## src/rtl/pc_unit.sv

```systemverilog
// Program-counter unit: holds the fetch address, selects the next address by
// fixed priority (exception, stall, return, jump, branch, sequential) and owns
// a small circular return-address stack for call/return.
module pc_unit #(
    parameter int unsigned ADDR_W       = 10,
    parameter int unsigned STEP         = 1,
    parameter int unsigned RESET_VECTOR = 0,
    parameter int unsigned EXC_VECTOR   = 10'h3F0,
    parameter int unsigned RAS_DEPTH    = 4
) (
    input  logic              clock,
    input  logic              reset_n,
    input  logic              PC_write,
    input  logic              exc_req,
    input  logic              ret_req,
    input  logic              jump_req,
    input  logic [ADDR_W-1:0] jump_target,
    input  logic              call,
    input  logic              branch_req,
    input  logic [ADDR_W-1:0] branch_target,
    output logic [ADDR_W-1:0] PC_current,
    output logic [ADDR_W-1:0] PC_seq,
    output logic              ras_empty,
    output logic              ras_full,
    output logic              ras_overflow,
    output logic              ras_underflow
);

    localparam int unsigned PTR_W = $clog2(RAS_DEPTH);
    localparam logic [ADDR_W-1:0] RST_PC  = ADDR_W'(RESET_VECTOR);
    localparam logic [ADDR_W-1:0] EXC_PC  = ADDR_W'(EXC_VECTOR);
    localparam logic [ADDR_W-1:0] STEP_W  = ADDR_W'(STEP);
    localparam logic [PTR_W:0]    CNT_MAX = (PTR_W + 1)'(RAS_DEPTH);

    logic [ADDR_W-1:0] pc_q, pc_d;
    logic [PTR_W-1:0]  ptr_q, ptr_d;
    logic [PTR_W:0]    cnt_q, cnt_d;
    logic              ovf_q, ovf_d;
    logic              unf_q, unf_d;
    logic [ADDR_W-1:0] ras_mem [RAS_DEPTH];
    logic [PTR_W-1:0]  top_idx;
    logic              push;

    // Sequential address and stack status derive directly from registered state.
    always_comb begin
        PC_seq        = pc_q + STEP_W;
        top_idx       = ptr_q - PTR_W'(1);
        PC_current    = pc_q;
        ras_empty     = (cnt_q == '0);
        ras_full      = (cnt_q == CNT_MAX);
        ras_overflow  = ovf_q;
        ras_underflow = unf_q;
    end

    // Next-PC selection and stack bookkeeping by fixed priority.
    always_comb begin
        pc_d  = pc_q;
        ptr_d = ptr_q;
        cnt_d = cnt_q;
        ovf_d = ovf_q;
        unf_d = unf_q;
        push  = 1'b0;
        if (exc_req) begin
            pc_d = EXC_PC;
        end else if (!PC_write) begin
            pc_d = pc_q;
        end else if (ret_req) begin
            if (cnt_q != '0) begin
                pc_d  = ras_mem[top_idx];
                ptr_d = top_idx;
                cnt_d = cnt_q - (PTR_W + 1)'(1);
            end else begin
                pc_d  = PC_seq;
                unf_d = 1'b1;
            end
        end else if (jump_req) begin
            pc_d = jump_target;
            if (call) begin
                push  = 1'b1;
                ptr_d = ptr_q + PTR_W'(1);
                // A push into a full stack overwrites the oldest entry.
                if (cnt_q == CNT_MAX) begin
                    ovf_d = 1'b1;
                end else begin
                    cnt_d = cnt_q + (PTR_W + 1)'(1);
                end
            end
        end else if (branch_req) begin
            pc_d = branch_target;
        end else begin
            pc_d = PC_seq;
        end
    end

    // PC, stack pointer/count and sticky flags with synchronous reset.
    always_ff @(posedge clock) begin
        if (!reset_n) begin
            pc_q  <= RST_PC;
            ptr_q <= '0;
            cnt_q <= '0;
            ovf_q <= 1'b0;
            unf_q <= 1'b0;
        end else begin
            pc_q  <= pc_d;
            ptr_q <= ptr_d;
            cnt_q <= cnt_d;
            ovf_q <= ovf_d;
            unf_q <= unf_d;
        end
    end

    // Stack storage; the link address is the sequential successor of the call.
    always_ff @(posedge clock) begin
        if (reset_n && push) begin
            ras_mem[ptr_q] <= PC_seq;
        end
    end

endmodule

```

## config.mk

```make
export PLATFORM = sky130hd
export DESIGN_NAME = pc_unit
export DESIGN_NICKNAME = d
export VERILOG_FILES = /design/src/rtl/pc_unit.sv
export SDC_FILE = /design/constraint.sdc
export NUM_CORES = 1
export LEC_CHECK = 0
export CAP_MARGIN = 20
export CORE_MARGIN = 2
export CORE_UTILIZATION = 60
export CTS_CLUSTER_DIAMETER = 50
export DETAILED_ROUTE_END_ITERATION = 8
export DONT_BUFFER_PORTS = 1
export PLACE_DENSITY = 0.76
export SLEW_MARGIN = 40
export SYNTH_ARGS = -nofsm -noshare
export SYNTH_HDL_FRONTEND = slang
export SYNTH_SLANG_ARGS = --single-unit
export TNS_END_PERCENT = 20
```

## constraint.sdc

```tcl
create_clock -name clock -period 2.49 [get_ports clock]
set_input_delay 0.3735 -clock clock [delete_from_list [all_inputs] [get_ports clock]]
set_output_delay 0.3735 -clock clock [all_outputs]
set_load 0.1 [all_outputs]
```

# Yosys cells after proc, flatten, opt, wreduce, memory -nomap -nowiden
# Memories as Yosys holds them, arrays and structs flattened.
# Index checks and enable logic that the tools add are counted.
op_classes:
  multipliers: 0
  mux: 22
  n_div: 0
  magnitude_cmp: 0
  bitwise: 4
  n_eq_ne: 3
  shift: 0
  n_addsub: 5
  reduce_logical: 11
ops:
  columns: ["cell", "n"]
  rows:
  - ["two-way mux 10 bit", 6]
  - ["two-way mux 3 bit", 5]
  - ["AND reduction 6 bit", 2]
  - ["adder 10 x 1 -> 10 bit, second input constant", 1]
  - ["two-way mux 2 bit", 4]
  - ["two-way mux 1 bit", 7]
  - ["nonzero test 2 bit", 3]
  - ["AND reduction 5 bit", 1]
  - ["NOT 1 bit", 4]
  - ["AND reduction 4 bit", 1]
  - ["adder 3 x 1 -> 3 bit, second input constant", 1]
  - ["== test 3 bit, second input constant", 1]
  - ["zero test 3 bit", 1]
  - ["nonzero test 3 bit", 1]
  - ["subtractor 3 x 1 -> 3 bit, second input constant", 1]
  - ["adder 2 x 1 -> 2 bit, second input constant", 1]
  - ["inequality test 2 x 1 -> 1 bit, second input constant", 1]
  - ["inequality test 2 bit, second input constant", 1]
  - ["OR reduction 2 bit", 1]
  - ["subtractor 2 x 1 -> 2 bit, second input constant", 1]
  - ["logical AND 1 bit", 1]
totals:
  input_bits: 28
  mem_count: 1
  ram_bits: 40
  latchBits: 0
  romBits: 0
  out_inout_bits: 24
  ff_bits: 17
  wordCells: 52
mem_list:
  columns: ["name", "words", "word_bits", "read_ports", "rd_ports_with_merged_regs", "write_ports", "line_no", "source"]
  rows:
  - ["ras_mem", 4, 10, 1, 0, 1, "40", "logic [ADDR_W-1:0] ras_mem [RAS_DEPTH];"]

# Longest topological paths before layout
# Gate-level depths: netlist of run 1.
logic_depth:
  ltp_word: 8
  ltp_mapped: 9
  mapped_depth_nobuf: 7

# Least setup slack after synthesis of run 1
# Ideal clock, no wire load.
synth_path:
  path_kind: "register -> register"
  from: "reg pc_q[0] (netlist: PC_current[0])"
  to: "reg pc_q[4] (netlist: PC_current[4])"
  period_less_slack_ps: 3965
  stages_incl_launch_ff: 7
  setup_time_ps: 70
  t_required_ps: 2420
  slack_ps: -1475
  n_path_buf: 0
  t_arrival_ps: 3895
  path_cell_list: "dfxtp_1 ha_1 nand3_1 xnor2_1 mux2_2 mux2i_1 o2bb2ai_1"
synth_via:
  elab_chain_len: 6
  elab_cells_between_ends: 7
  classes_between: "1 x add/sub; 6 x mux"
synth_rtl:
  columns: ["item", "line_no", "source"]
  rows:
  - ["start, declared", "35", "logic [ADDR_W-1:0] pc_q, pc_d;"]
  - ["start signal, assigned", "104", "pc_q <= pc_d;"]
  - ["adder 10 x 1 -> 10 bit (*)", "46", "PC_seq = pc_q + STEP_W;"]
  - ["via PC_seq[4]", "22", "output logic [ADDR_W-1:0] PC_seq,"]
  - ["two-way mux 10 bit", "88", "end else if (branch_req) begin"]
  - ["two-way mux 10 bit", "76", "end else if (jump_req) begin"]
  - ["two-way mux 10 bit (*)", "67", "end else if (ret_req) begin"]
  - ["two-way mux 10 bit (*)", "65", "end else if (!PC_write) begin"]
  - ["two-way mux 10 bit (*)", "63", "if (exc_req) begin"]
# Mark *: on every way through the listed nets, which the timed path passes. The rest lies on a longest branch. The select of a mux whose other input is x is not followed.
# A chain may end at the register's enable or synchronous reset.

# Worst setup path after layout of run 1
layout_path:
  from: "reg pc_q[0] (netlist: PC_current[0])"
  to: "out PC_seq[9]"
layout_via:
  elab_chain_len: 1
layout_rtl:
  columns: ["item", "line_no"]
  rows:
  - ["adder 10 x 1 -> 10 bit", "46"]
  - ["end, declared", "22"]
# No other way between the ends.

==> run summary, run 1 <==
pre-CTS WS: 0.233 ns
Rows: 25
largest net degree at the start of global routing: 21
via count of the first global-routing pass: 2114
total global routing overflow: 0
synthesized cell area: 2890 um^2
most common cell in the netlist: edfxtp_1
Worst Path Max Fanout: 7
DRT Pass-1 Iters: 5
fin area: 3490 um^2
fraction of layout instances using a drive strength above 1: 30.3%
Rel. slew slack: 61.7%
die height: 73.4 um
Post-DP Area: 3240 um^2
slowest cell delay on critical path: 0.35 ns
Gates resized, CTS repair: 1
arrival time at the worst endpoint: 2.06 ns
Die ar.: 5390 um^2
Die Wd: 73.4 um
CP endpoint kind: output pin
input/output buffers: 0
Synth warnings: 0
maximum VDD drop: 0.706 mV
top_reg_cell synth: edfxtp_1
drc violations: 0
Synth Net Count: 268
core footprint: 4690 um^2
CP Launch Type: flop
endpoints failing setup: 0
overall routed net length: 7220 um
Max Cap Violations: 0
CP cell instances: buf_4, nand3_4, nor3_4, xor2_4, buf_4
setup bufs post-CTS: 0
outcome: finished clean
Starting Density: 61.7%
clk slew on worst S/H paths: 0.07 ns
Avg Inst Size Synth: 12.4 um^2
Req. time, crit path: 2.12 ns
top cells by count, synth: edfxtp_1, a21oi_1, dfxtp_1, nand2_1, nor2_1
setup ws final: 0.0602 ns
DRT iter0 DRCs: 214
GPL Wtd Cong: 0.885
worst skew pair latency: 0.35 ns
clk sink count: 57
top cells by area, synth: edfxtp_1, dfxtp_1, mux4_2
Post-synth EDFFs: 40
Slew @ Worst Pin: 0.574 ns
antenna-violating nets left: 0
# fillers: 313
final clock skew: 0.00844 ns
area occupied by multi-input gates: 1390 um^2
Tot Pwr: 2.59 mW
initial antenna violation count: 0
hold buffer count at cts: 0
Seq cells post-synth: 57
cts bufs inserted: 9
final hold violations: 0
first-pass GRT wire length: 11500 um
H-tree level count: 3
Synth top area share: 41.5%
Slowest cell on crit path: dfxtp_4
RSZ-0062 raised after global routing: true
Total GRT Usage: 30.0%
Synth area leader: edfxtp_1
CTS tree: yes
setup TNS: 0 ns
routed vias: 2089
maximum clock frequency: 0.412 GHz
Async SR Flop Fraction: 0%
PD cells: 742 nW/um^2
post-synthesis sequential area ratio: 53.3%
Leakage: 1.22 nW
Final Slew Violations: 0
Detailed Place HPWL: 5190 um
DR vias/cell: 6.55
maximum clock path buffer count: 2
most frequent CP cell: buf_4
Tmin final: 2.43 ns
root cell of the clock tree: clkbuf_8
worst hold path type: in -> reg
Util after Layout: 74.3%
Crit Path Class: reg -> out
Layout area overhead: 20.6%
Wirelength per Cell: 22.6 um
Yosys cell types: 55
Final nets: 293
final worst path period share: 97.6%
FF+latch area: 1560 um^2
Mapped Cells: 234
Boundary Pins: 52
[sequential cells by signal, indices dropped and copies added, names as in the netlist]
| register | count |
|---|---|
| ras_overflow | 1 |
| ras_mem | 40 |
| PC_current | 10 |
| cnt_q | 3 |
| ras_underflow | 1 |
| ptr_q | 2 |
[final timing paths]
| path | start | to | slack (ns) | cells past startpoint |
|---|---|---|---|---|
| setup / recovery | PC_current[0] | PC_seq[9] | 0.06 | 5 |
| hold / removal | reset_n | PC_current[4] | 0.15 | 1 |
| setup reg to reg | PC_current[0] | PC_current[7] | 0.33 | 7 |
| hold reg to reg | ras_underflow | ras_underflow | 0.49 | 2 |
[kinds of logic (layout without fill, tap and decap cells)]
group	Yosys count	count (layout)	share of synthesized area, %
AO/OA/AOI/OAI	51	51	12.5
XOR/XNOR	12	12	3.63
adder cells (fa/ha/maj)	6	6	2.85
buffers and inverters	23	53	3.98
flip-flops	57	57	53.3
multiplexers	17	17	10.7
other	0	1	0
AND/OR/NAND/NOR	68	68	13.0
[critical path, delay by kind of cell, from the launching register on]
family | cells | cell delay (ns)
XOR/XNOR | 1 | 0.15
flip-flops | 1 | 0.35
buffers and inverters | 2 | 0.64
AND/OR/NAND/NOR | 2 | 0.55
[final cells by class]
| type | instances | area share [%] |
|---|---|---|
| clock inverters | 7 | 2.94 |
| repair buffers | 25 | 5.74 |
| diodes | 1 | 0.0717 |
| multi-input cells | 154 | 39.8 |
| clock buffers | 9 | 3.55 |
| well taps | 54 | 1.94 |
| flip-flops and latches | 57 | 44.6 |
| inverters | 12 | 1.33 |
[routing by layer]
metal	routed length, um	GRT usage (%)
met1	2630	37.7
met2	3810	49.1
met3	674	10.8
met4	107	9.09
met5	0	0
[placed cells by master (no fill, tap or decap), drive strengths merged, types with 4 or more instances in the layout]
cell type / Yosys / routed
nand3: 6 / 6
o22ai: 4 / 4
xor2: 6 / 6
nor3: 7 / 7
nand2: 18 / 18
xnor2: 6 / 6
buf: 8 / 25
edfxtp: 40 / 40
and2: 5 / 5
inv: 10 / 11
a21oi: 17 / 17
o21ai: 7 / 7
ha: 5 / 5
dfxtp: 17 / 17
clkinv: 2 / 5
clkbuf: 3 / 9
mux4: 10 / 10
mux2i: 4 / 4
nor2: 15 / 15
nor3b: 4 / 4
[stage by stage]
step | cells | hold slack, ns
after floorplan | 234 | 0.490
after global placement | 302 | 0.468
after detailed placement | 302 | 0.476
after CTS | 318 | 0.141
after global routing | 318 | 0.154
final | 319 | 0.148
[power by group]
| part | total [mW] | switching (mW) | internal [mW] |
|---|---|---|---|
| Sequential | 1.07 | 0.0258 | 1.04 |
| Combinational | 0.539 | 0.389 | 0.150 |
| Clock | 0.984 | 0.413 | 0.571 |
| Total | 2.59 | 0.828 | 1.76 |
Note: power is estimated with default switching activity, not from simulation.
==> run 2: changes to the inputs <==
--- a/config.mk
+++ b/config.mk
@@ -7,11 +7,11 @@
 export LEC_CHECK = 0
 export CAP_MARGIN = 20
 export CORE_MARGIN = 2
-export CORE_UTILIZATION = 60
+export CORE_UTILIZATION = 40
 export CTS_CLUSTER_DIAMETER = 50
 export DETAILED_ROUTE_END_ITERATION = 8
 export DONT_BUFFER_PORTS = 1
-export PLACE_DENSITY = 0.76
+export REMOVE_ABC_BUFFERS = 1
 export SLEW_MARGIN = 40
 export SYNTH_ARGS = -nofsm -noshare
 export SYNTH_HDL_FRONTEND = slang
==> run 2 against run 1 <==
Effect of this change: non-clock buffer count decreased by 1; maximum frequency increased by 5.4%; wire length decreased by 4.2%; final area decreased by 2.9%; first-iteration DRC count decreased by 32%; critical path type unchanged; critical endpoint unchanged; highest routed layer is now met5.
==> run summary, run 2 (same netlist as run 1, synthesis figures left out) <==
fraction of layout instances using a drive strength above 1: 26.3%
Crit Path Class: reg -> out
Die ar.: 7930 um^2
root cell of the clock tree: clkbuf_8
share of power burned in registers: 44.6%
maximum clock frequency: 0.434 GHz
drc violations: 0
Starting Density: 40.5%
DRT iter0 DRCs: 145
Max Cap Violations: 0
Tmin final: 2.31 ns
Switching Fraction: 32.1%
Total GRT Usage: 19.3%
FF+latch area: 1540 um^2
hold buffer count at cts: 0
number of flip-flops in the largest register: 40
worst skew pair latency: 0.35 ns
clk sink count: 57
routed vias: 1990
outcome: finished clean
Die Wd: 89.0 um
Wirelength per Cell: 19.2 um
Tot Pwr: 2.40 mW
setup TNS: 0 ns
Boundary Pins: 52
via count of the first global-routing pass: 1972
CP cell instances: nand4_1, nor3_2, xor2_2, buf_4
Post-DP Area: 3200 um^2
first-pass GRT wire length: 11000 um
CP Buf/Inv Count: 1
GPL Wtd Cong: 0.795
Req. time, crit path: 2.12 ns
Util after Layout: 47.5%
slowest cell delay on critical path: 0.54 ns
Slew @ Worst Pin: 0.609 ns
most common cell after layout, fill and taps aside: edfxtp_1
input/output buffers: 0
overall routed net length: 6920 um
cts bufs inserted: 9
clk slew on worst S/H paths: 0.07 ns
Slowest cell on crit path: dfxtp_1
Ant. Diodes: 0
Crit path max-delay family: simple AND/OR/NAND/NOR gates
net switching power: 770 uW
RSZ-0062 raised after global routing: false
H-tree level count: 3
antenna-violating nets left: 0
maximum clock path buffer count: 2
Detailed Place HPWL: 5020 um
PD cells: 708 nW/um^2
Final Slew Violations: 0
CP endpoint kind: output pin
largest net degree at the start of global routing: 21
Rel. slew slack: 59.4%
highest-count cells in the layout ignoring fill and taps: edfxtp_1, buf_4, dfxtp_1, nand2_1, a21oi_1
area occupied by multi-input gates: 1300 um^2
CP Launch Type: flop
total global routing overflow: 0
Pint: 1.63 mW
fin area: 3390 um^2
arrival time at the worst endpoint: 1.93 ns
DRT Pass-1 Iters: 5
Layout area overhead: 17.1%
final hold violations: 0
worst hold path type: in -> reg
Worst Path Max Fanout: 8
endpoints failing setup: 0
core footprint: 7140 um^2
DR vias/cell: 5.51
final clock skew: 0.00884 ns
maximum VDD drop: 0.419 mV
Largest Register: ras_mem
# fillers: 665
setup bufs post-CTS: 0
initial antenna violation count: 1
Clk pwr share: 34.4%
Final nets: 292
Leakage: 1.17 nW
CTS tree: yes
die height: 89.0 um
Rows: 31
Combinational Power Share: 21.0%
final worst path period share: 92.6%
-- run 2: cell types whose count changed in the layout (fill, tap and decap cells not counted), sizes merged --
cell / before / now
buf: 25 / 24
bufinv: 2 / 1
clkinv: 5 / 6
diode: 1 / 0
inv: 11 / 10
-- run 2: final timing paths --
path / start / endpoint / slack (ns) / cells after the start
setup reg to reg: PC_current[0] / PC_current[6] / 0.41 / 6
hold / removal: reset_n / PC_current[4] / 0.14 / 1
hold reg to reg: ras_underflow / ras_underflow / 0.48 / 2
setup / recovery: PC_current[3] / PC_seq[9] / 0.18 / 4
-- run 2: power by group through the flow --
| stage | Combinational [mW] | Sequential (mW) | Clock, mW |
|---|---|---|---|
| after floorplan | 0.292 | 1.19 | 0 |
| after global placement | 0.503 | 1.09 | 0 |
| after detailed placement | 0.504 | 1.09 | 0 |
| after CTS | 0.505 | 1.07 | 0.844 |
| after global routing | 0.537 | 1.07 | 0.876 |
| final | 0.504 | 1.07 | 0.824 |
-- run 2: cell type report --
cell class                 count  area share [%]
clock buffer                   9            3.66
clock inverter                 6            1.77
inverter                      12            1.37
multi-input combinational    154            38.4
sequential                    57            45.5
tap                           99            3.66
timing repair buffer          24            5.69
-- run 2: metrics by stage --
step / std cells / hold slack (ns) / setup WS [ns]
2_1_floorplan: 223 / 0.490 / -1.47
3_3_place_gp: 346 / 0.464 / 0.261
3_5_place_dp: 346 / 0.470 / 0.246
4_1_cts: 361 / 0.135 / 0.0666
5_1_grt: 361 / 0.153 / 0.0493
6_report: 361 / 0.140 / 0.184
-- run 2: what timing repair did --
item | 4_1_cts | 5_1_grt
gates resized for setup | 0 | 1
endpoints found under the hold margin | 0 | 0
setup endpoints to repair | 0 | 1
-- run 2: per-layer routing --
| metal | track usage (%) | vias up | routed length (um) |
|---|---|---|---|
| met5 | 0 | - | 13 |
| met4 | 6.92 | 2 | 110 |
| met3 | 6.93 | 13 | 553 |
| met2 | 28.0 | 76 | 3070 |
| met1 | 26.9 | 965 | 3170 |
| li1 | - | 934 | - |
==> run 3: changes to the inputs <==
--- a/config.mk
+++ b/config.mk
@@ -12,6 +12,7 @@
 export DETAILED_ROUTE_END_ITERATION = 8
 export DONT_BUFFER_PORTS = 1
 export REMOVE_ABC_BUFFERS = 1
+export SETUP_SLACK_MARGIN = 0.3
 export SLEW_MARGIN = 40
 export SYNTH_ARGS = -nofsm -noshare
 export SYNTH_HDL_FRONTEND = slang
==> run 3 against run 2 <==
Effect of this change: setup slack improved by 0.17 ns; die area did not move; power rose by 0.69%; final area rose by 1.8%; non-clock buffer count rose by 1; clock skew fell by 0.00083 ns; maximum frequency rose by 8.0%; wire length rose by 1.3%; core utilization rose by 0.84 points; critical path type unchanged.
==> run summary, run 3 (same netlist as run 1, synthesis figures left out) <==
outcome: finished clean
# fillers: 661
highest-count cells in the layout ignoring fill and taps: edfxtp_1, buf_4, nand2_1, a21oi_1
input/output buffers: 0
Post-DP Area: 3200 um^2
Layout area overhead: 19.2%
maximum clock frequency: 0.468 GHz
Largest Register: ras_mem
PD cells: 700 nW/um^2
DRT iter0 DRCs: 154
Leakage: 1.19 nW
GPL Wtd Cong: 0.795
endpoints failing setup: 0
Rel. slew slack: 62.0%
Final nets: 293
hold buffer count at cts: 0
die height: 89.0 um
largest net degree at the start of global routing: 21
final clock skew: 0.00801 ns
Tmin final: 2.14 ns
core footprint: 7140 um^2
fraction of layout instances using a drive strength above 1: 28.5%
FF+latch area: 1550 um^2
RSZ-0062 raised after global routing: true
Slowest cell on crit path: dfxtp_2
DR vias/cell: 5.49
worst skew pair latency: 0.34 ns
Req. time, crit path: 2.12 ns
arrival time at the worst endpoint: 1.76 ns
routed vias: 1987
H-tree level count: 3
Wirelength per Cell: 19.4 um
CP Buf/Inv Count: 1
antenna-violating nets left: 0
Ant. Diodes: 0
Slew @ Worst Pin: 0.570 ns
initial antenna violation count: 1
Rows: 31
DRT Pass-1 Iters: 4
Boundary Pins: 52
CP endpoint kind: output pin
Die Wd: 89.0 um
Worst Path Max Fanout: 8
clk slew on worst S/H paths: 0.07 ns
Max Cap Violations: 0
CP Launch Type: flop
final worst path period share: 85.8%
Final Slew Violations: 0
Crit path max-delay family: simple AND/OR/NAND/NOR gates
slowest cell delay on critical path: 0.44 ns
root cell of the clock tree: clkbuf_8
fin area: 3450 um^2
Starting Density: 40.5%
number of flip-flops in the largest register: 40
worst hold path type: in -> reg
Detailed Place HPWL: 5020 um
cts bufs inserted: 9
CTS tree: yes
clk sink count: 57
final hold violations: 0
Tot Pwr: 2.41 mW
Min Hold Slack: 0.143 ns
Die ar.: 7930 um^2
maximum clock path buffer count: 2
total global routing overflow: 0
area occupied by multi-input gates: 1330 um^2
first-pass GRT wire length: 11000 um
most common cell after layout, fill and taps aside: edfxtp_1
CP cell instances: nand4_1, nor2_1, xor2_2, buf_4
overall routed net length: 7010 um
via count of the first global-routing pass: 1987
Total GRT Usage: 19.4%
maximum VDD drop: 0.415 mV
Crit Path Class: reg -> out
drc violations: 0
-- run 3: worst paths after layout --
check	startpoint	to	slack, ns	cells after the start
worst max register to register	ptr_q[1]	PC_current[6]	0.49	6
worst min-delay path	reset_n	PC_current[4]	0.14	1
worst max-delay path	PC_current[3]	PC_seq[7]	0.35	4
worst min register to register	ras_underflow	ras_underflow	0.48	2
-- run 3: final cells by class --
cell class                 count  share of cell area (%)
timing repair buffer          25                    6.49
tap                           99                    3.59
clock buffer                   9                    3.59
clock inverter                 6                    1.74
multi-input combinational    154                    38.4
inverter                      12                    1.34
sequential                    57                    44.8
-- run 3: routing by layer --
metal	track usage (%)	vias to the layer above	wire length, um
met3	6.93	13	588
met1	26.9	968	3150
li1	-	936	-
met2	28.3	68	3150
met4	6.92	2	105
met5	0	-	13
-- run 3: per-stage QoR --
step	setup WS, ns	setup TNS (ns)	util, %	std cells
after floorplan	-1.47	-48.96	-	223
after global placement	0.261	0	44.8	346
after detailed placement	0.246	0	44.8	346
after CTS	0.219	0	47.7	361
after global routing	0.250	0	48.3	362
final	0.354	0	48.3	362
-- run 3: timing repair --
action                                 in CTS  in global routing
setup buffers                               0                  1
endpoints found under the hold margin       0                  0
setup endpoints to repair                   6                  7
cloned                                      0                  0
pin swaps                                   0                  1
resized for setup                           5                 10
-- run 3: power by group --
group	leakage [nW]	internal [mW]	total, mW	switching (mW)
clock	0.0925	0.450	0.822	0.372
sequential	0.501	1.04	1.07	0.0302
combinational	0.598	0.150	0.521	0.370
total	1.19	1.64	2.41	0.773
